## src/rtl/instr_fetch_ctrl.sv

```systemverilog
// instr_fetch_ctrl
//   Fetch sequencer for the instruction memory. Owns the byte PC, presents the
//   word address to a combinational instruction ROM every cycle, and captures
//   each returned word with its PC into a 2-entry in-order buffer that feeds
//   decode through a valid/ready handshake. Redirects from execute flush the
//   buffer and restart fetch at the target.
//
// Ports
//   clk, rst        rising-edge clock, asynchronous active-high reset
//   fetch_en        permits new fetches; the buffer still drains when low
//   imem_addr       word address to instruction memory (pc[ADDR_WIDTH+1:2])
//   imem_data       instruction word returned combinationally for imem_addr
//   redirect_valid  one-cycle pulse: flush and restart at redirect_pc
//   redirect_pc     target byte address (bits [1:0] ignored)
//   if_valid        buffer head holds an instruction
//   if_ready        decode accepts the head this cycle
//   if_instr        head instruction, NOP (32'h13) when empty
//   if_pc           head byte PC, 0 when empty
//   busy            fetch running or buffer non-empty
module instr_fetch_ctrl #(
  parameter int          ADDR_WIDTH = 5,
  parameter logic [31:0] RESET_PC   = 32'h0000_0000
) (
  input  logic                  clk,
  input  logic                  rst,
  input  logic                  fetch_en,
  output logic [ADDR_WIDTH-1:0] imem_addr,
  input  logic [31:0]           imem_data,
  input  logic                  redirect_valid,
  input  logic [31:0]           redirect_pc,
  output logic                  if_valid,
  input  logic                  if_ready,
  output logic [31:0]           if_instr,
  output logic [31:0]           if_pc,
  output logic                  busy
);

  typedef enum logic {IDLE, RUN} state_t;

  localparam logic [31:0] NOP = 32'h0000_0013;

  state_t      state;
  logic [31:0] pc;
  logic [31:0] buf_pc    [2];
  logic [31:0] buf_instr [2];
  logic [1:0]  count;

  logic        pop;
  logic        push;
  logic        wr_idx;
  logic [31:0] redirect_tgt;

  assign redirect_tgt = redirect_pc & ~32'h3;
  assign imem_addr    = pc[ADDR_WIDTH+1:2];

  // Head is always slot 0; outputs depend only on registered storage.
  assign if_valid = (count != 2'd0);
  assign if_instr = if_valid ? buf_instr[0] : NOP;
  assign if_pc    = if_valid ? buf_pc[0]    : '0;
  assign busy     = (state == RUN) || if_valid;

  assign pop  = if_valid & if_ready;
  assign push = (state == RUN) & fetch_en & ~redirect_valid &
                ((count < 2'd2) | pop);

  // Slot the new entry lands in after the optional shift caused by a pop.
  always_comb begin
    wr_idx = 1'b0;
    if (pop) wr_idx = (count == 2'd2);
    else     wr_idx = (count == 2'd1);
  end

  always_ff @(posedge clk or posedge rst) begin
    if (rst) begin
      state <= IDLE;
      pc    <= RESET_PC;
      count <= '0;
      for (int unsigned i = 0; i < 2; i++) begin
        buf_pc[i]    <= '0;
        buf_instr[i] <= '0;
      end
    end else begin
      state <= fetch_en ? RUN : IDLE;
      if (redirect_valid) begin
        count <= '0;
        pc    <= redirect_tgt;
      end else begin
        // Pop shifts slot 1 forward; a push into slot 0 in the same cycle
        // overrides the shift because it is the later assignment.
        if (pop) begin
          buf_pc[0]    <= buf_pc[1];
          buf_instr[0] <= buf_instr[1];
        end
        if (push) begin
          buf_pc[wr_idx]    <= pc;
          buf_instr[wr_idx] <= imem_data;
          pc                <= pc + 32'd4;
        end
        count <= count + {1'b0, push} - {1'b0, pop};
      end
    end
  end

endmodule
```

## config.mk

```make
export PLATFORM = sky130hd
export DESIGN_NAME = instr_fetch_ctrl
export DESIGN_NICKNAME = d
export VERILOG_FILES = /design/src/rtl/instr_fetch_ctrl.sv
export SDC_FILE = /design/constraint.sdc
export NUM_CORES = 1
export LEC_CHECK = 0
export ABC_AREA = 1
export BUFFER_PORTS_ARGS = -buffer_cell sky130_fd_sc_hd__buf_2
export CELL_PAD_IN_SITES_DETAIL_PLACEMENT = 1
export CELL_PAD_IN_SITES_GLOBAL_PLACEMENT = 1
export CORE_MARGIN = 2
export CORE_UTILIZATION = 30
export CTS_BUF_LIST = sky130_fd_sc_hd__clkbuf_2
export DETAILED_ROUTE_END_ITERATION = 7
export GPL_ROUTABILITY_DRIVEN = 0
export PLACE_DENSITY_LB_ADDON = 0.05
export SYNTH_ARGS = -nofsm -noshare
export SYNTH_HDL_FRONTEND = slang
export SYNTH_SLANG_ARGS = --single-unit
```

## constraint.sdc

```tcl
create_clock -name clk -period 6.1 [get_ports clk]
set_clock_uncertainty 0.15 [all_clocks]
set_input_delay 0.61 -clock clk [delete_from_list [all_inputs] [get_ports clk]]
set_output_delay 0.61 -clock clk [all_outputs]
set_load 0.02 [all_outputs]
```

**Word-level counts from Yosys, hierarchy flattened**

Index checks and enable logic that the tools add are counted.

- Add/subtract/negate cells: 3
- Magnitude comparators: 3
- Eq/ne operators: 2
- Mux-type cells: 17
- Bitwise gates (word level): 7
- Reductions and logical operators: 5

Operators by type and width:

| operator | count |
|---|---|
| two-way mux 32 bit | 9 |
| bitwise mux 64 bit | 2 |
| two-way mux 64 bit | 2 |
| adder 32 x 3 -> 32 bit, second input constant | 1 |
| demux 32 bit (select 1 bit) | 1 |
| bitwise AND 1 bit | 4 |
| nonzero test 2 bit | 2 |
| adder 2 x 1 -> 2 bit | 1 |
| == test 2 x 1 -> 1 bit, second input constant | 1 |
| == test 2 bit, second input constant | 1 |
| greater-or-equal comparator 2 bit, second input constant | 1 |
| < comparator 2 x 1 -> 1 bit, second input constant | 1 |
| < comparator 2 bit, second input constant | 1 |
| two-way mux 1 bit | 2 |
| two-way mux 2 bit | 1 |
| inverter 1 -> 2 bit | 1 |
| AND reduction 2 bit | 1 |
| subtractor 2 x 1 -> 2 bit | 1 |
| logical AND 1 bit | 1 |
| logical OR 1 bit | 1 |
| inverter 1 bit | 1 |
| bitwise OR 1 bit | 1 |

- Bits in registers: 163
- Input port bits: 69
- Output and inout bits: 71
- Word-level logic and storage cells: 44

**Logic depth before layout (Yosys ltp)**

- Depth in word-level cells: 10
- Mapped depth: 10
- Mapped depth without buffers: 9

**Worst setup path after synthesis**

No wires, ideal clock.

- Path type: input -> register
- From: in redirect_valid
- To: reg count[1]
- Library setup time: 0.131 ns
- Data arrival time: 1.644 ns
- Data required time: 5.819 ns
- Setup slack: 4.175 ns
- Stages on the path: 8
- Path buffers: 1
- Cells stage by stage: buf_2 inv_2 nand2_4 ha_1 inv_1 ha_1 xor2_1 nor2_1

- Longest elaborated chain between the ends: 6

RTL lines:

| what | RTL line | text |
|---|---|---|
| from (decl) | 29 | `input logic redirect_valid,` |
| inverter 1 bit (no source line) | n/a |  |
| bitwise AND 1 bit (2 in series) | 63 | `assign push = (state == RUN) & fetch_en & ~redirect_valid &` |
| adder 2 x 1 -> 2 bit | 99 | `count <= count + {1'b0, push} - {1'b0, pop};` |
| subtractor 2 x 1 -> 2 bit | 99 |  |
| two-way mux 2 bit * | 84 | `if (redirect_valid) begin` |
| to (signal assigned) | 99 |  |
| to (decl) | 46 | `logic [1:0] count;` |

Every way passes the cells marked *; elsewhere a longest branch is shown, timed or not.
A chain may end at the register's enable or synchronous reset.

**Worst setup path in the final report**

- From: reg count[0]
- To: out if_instr[0]

- Longest elaborated chain between the ends: 2

RTL lines:

| what | RTL line | text |
|---|---|---|
| nonzero test 2 bit | 57 | `assign if_valid = (count != 2'd0);` |
| two-way mux 32 bit | 58 | `assign if_instr = if_valid ? buf_instr[0] : NOP;` |
| to (decl) | 33 | `output logic [31:0] if_instr,` |

Every way passes these cells.

==> qor.yml <==
clock_sinks: 159
status: "completed"
max_cap_violations: 0
cts_buffer_depth: 2
synth.distinct_cells: 31
avgViaCountPerCell: 4.42
setup_viol: 0
startpoint: "count[0]$_DFF_PP0_"
timing.final.ws_setup_ns: 2.90
wl_um: 25700
design_area_um2: 10200
setup_tns_ns: 0
rows: 61
synth_area_per_cell_um2: 7.27
netlist_area_um2: 8360
crit_chain: "inv_1, nand2_4, inv_2, buf_4, or2_2, buf_2"
syn2layout_area_growth_pct: 22.1
antenna_found_initial: 1
regArea_um2: 3980
nNetsFinal: 1396
slowest_stage: "buf_4"
antenna_left: 0
path_class: "reg2out"
fmax_mhz: 313
place_area_um2: 9240
clkTransAtPathRegs_ns: 0.28
final.period_utilization: 0.524
ioPinCount: 140
fp.dieH_um: 171
crit_fanout: 64
ys.warnings.count: 0
avgRoutedWirePerCell_um: 15.0
coreArea_um2: 27600
r2r_slack_ns: 3.18
fin_cells: 1717
synth_seq_cells: 159
grt.total_usage: 0.183
final_util: 0.369
insertion_delay_ns: 0.74
cts_tree: "yes"
hold_viol_final: 0
drtPass1Iterations: 4
drc: 0
grt_pass1_wl_um: 41700
synth_cells: 1150
syn-num-nets: 1222
cts_buffers: 17
die_w_um: 171
slew_violations: 0
p_total_mw: 4.20
ir_drop_mv: 0.193
grt_pass1_vias: 7692
vias: 7593
port_buffers: 137
multi_input_area_um2: 3330
final_cell_mix: "nor2_1 (234), nand2_1 (222), inv_1 (175)"
r2r-end: "pc[3]$_DFFE_PP0P_"
cp-start-kind: "register"
tightest_slew_ns: 1.04
crit_arrival_ns: 2.44
final_layout_size_suffix_gt1_frac: 0.153
dp_slack_ns: 2.99
worstHoldPathType: "in2reg"
p_per_area_nw_per_um2: 412
fp.dieArea_um2: 29200
final_common_cell: "nor2_1"
ff2ff_path_depth: 8
timing.final.crit_period_ns: 3.20
postCtsSetupBuffers: 0
grt_overflow: 0
cts-root-buf: "clkbuf_2"
htree_num_levels: 4
slowest_delay_ns: 0.57
maxSlewHeadroom: 0.305
initial_core_util: 0.302
ys_seq_area_frac: 0.476
hold_slack_ns: 0.120
fill_cells: 3592
cp-end-kind: "output port"
worstSetupEndpoint: "if_instr[0]"
drt_iter0_drc: 336
post-dp-hpwl_um: 16900
r2r_start: "count[1]$_DFF_PP0_"
critical_path_required_ns: 5.34
placed_cells: 1616
rsz0062_at_grt: "no"
p_leak_nw: 5.15
grt_max_degree: 78
state kept, by name (all words and copies together), names as in the netlist:
name,flops
buf_instr,64
buf_pc,62
count,2
pc,30
state,1
cells in the mapped netlist:
cell	number	area [um2]
nor2_1	234	878
nand2_1	222	833
inv_1	176	661
dfrtp_1	159	3980
a21oi_1	93	465
nand3_1	81	405
o21ai_0	55	275
o21ai_1	28	140
clkbuf_1	19	71.3
buf_2	16	80.1
buf_6	11	124
buf_4	10	75.1
o211ai_1	6	45.0
inv_2	5	18.8
nor2_2	5	31.3
buf_1	4	15.0
or2_2	4	25.0
ha_1	3	37.5
xor2_1	3	26.3
nand2_4	2	22.5
nand3_4	2	35.0
nand3b_1	2	15.0
xnor2_1	2	17.5
a31oi_1	1	6.26
and2_1	1	6.26
inv_4	1	6.26
nand2_2	1	6.26
nand4_1	1	6.26
nor2_4	1	11.3
nor2_8	1	20.0
o21ai_4	1	16.3
worst max-delay path, delay by kind of cell, from the launching register on:
family,cells,cell delay (ns)
and+or+nand+nor,2,0.31
buffers and inverters,4,0.89
DFF,1,0.46
metal layers:
metal,part of all wire,track usage,up-vias
met4,0.0050,0.0343,0
met3,0.026,0.0289,5
met1,0.50,0.252,3593
met5,0,0,-
li1,-,-,3891
met2,0.46,0.306,104
what timing repair did:
action                                 4_1_cts  5_1_grt
hold buffers                                67        0
gates resized for setup                      0        0
endpoints found under the hold margin      168        0
layout make-up:
| type | count | share of cell area |
|---|---|---|
| sequential | 159 | 0.390 |
| multi-input combinational | 749 | 0.326 |
| timing repair buffer | 215 | 0.141 |
| inverter | 182 | 0.0677 |
| tap | 378 | 0.0464 |
| clock inverter | 12 | 0.0183 |
| clock buffer | 20 | 0.00981 |
| antenna | 2 | 0.000491 |
cells by family after synthesis:
logic type	Yosys count	synth area share
AOI/OAI and AO/OA	184	0.114
xor gates and xnor gates	5	0.00524
adders and majority gates	3	0.00449
buffers and inverters	242	0.126
DFF	159	0.476
and+or+nand+nor	557	0.275
power breakdown:
group	switching (mW)	internal, mW
Clock	0.413	0.277
Combinational	1.23	0.606
Sequential	0.219	1.45
Total	1.86	2.34
worst min path at each step:
stage / startpoint / endpoint / slack, ns / depth (start not counted)
CTS: redirect_valid / pc[4]$_DFFE_PP0P_ / 0.007 / 4
finish: redirect_pc[31] / pc[31]$_DFFE_PP0P_ / 0.12 / 5
floorplan: buf_pc[30]$_DFFE_PP0P_ / buf_pc[30]$_DFFE_PP0P_ / 0.30 / 2
global route: redirect_valid / pc[4]$_DFFE_PP0P_ / 0.03 / 4
detailed placement: buf_pc[31]$_DFFE_PP0P_ / buf_pc[31]$_DFFE_PP0P_ / 0.32 / 2
global placement: buf_pc[31]$_DFFE_PP0P_ / buf_pc[31]$_DFFE_PP0P_ / 0.31 / 2
Power figures use the tool's default switching activity.
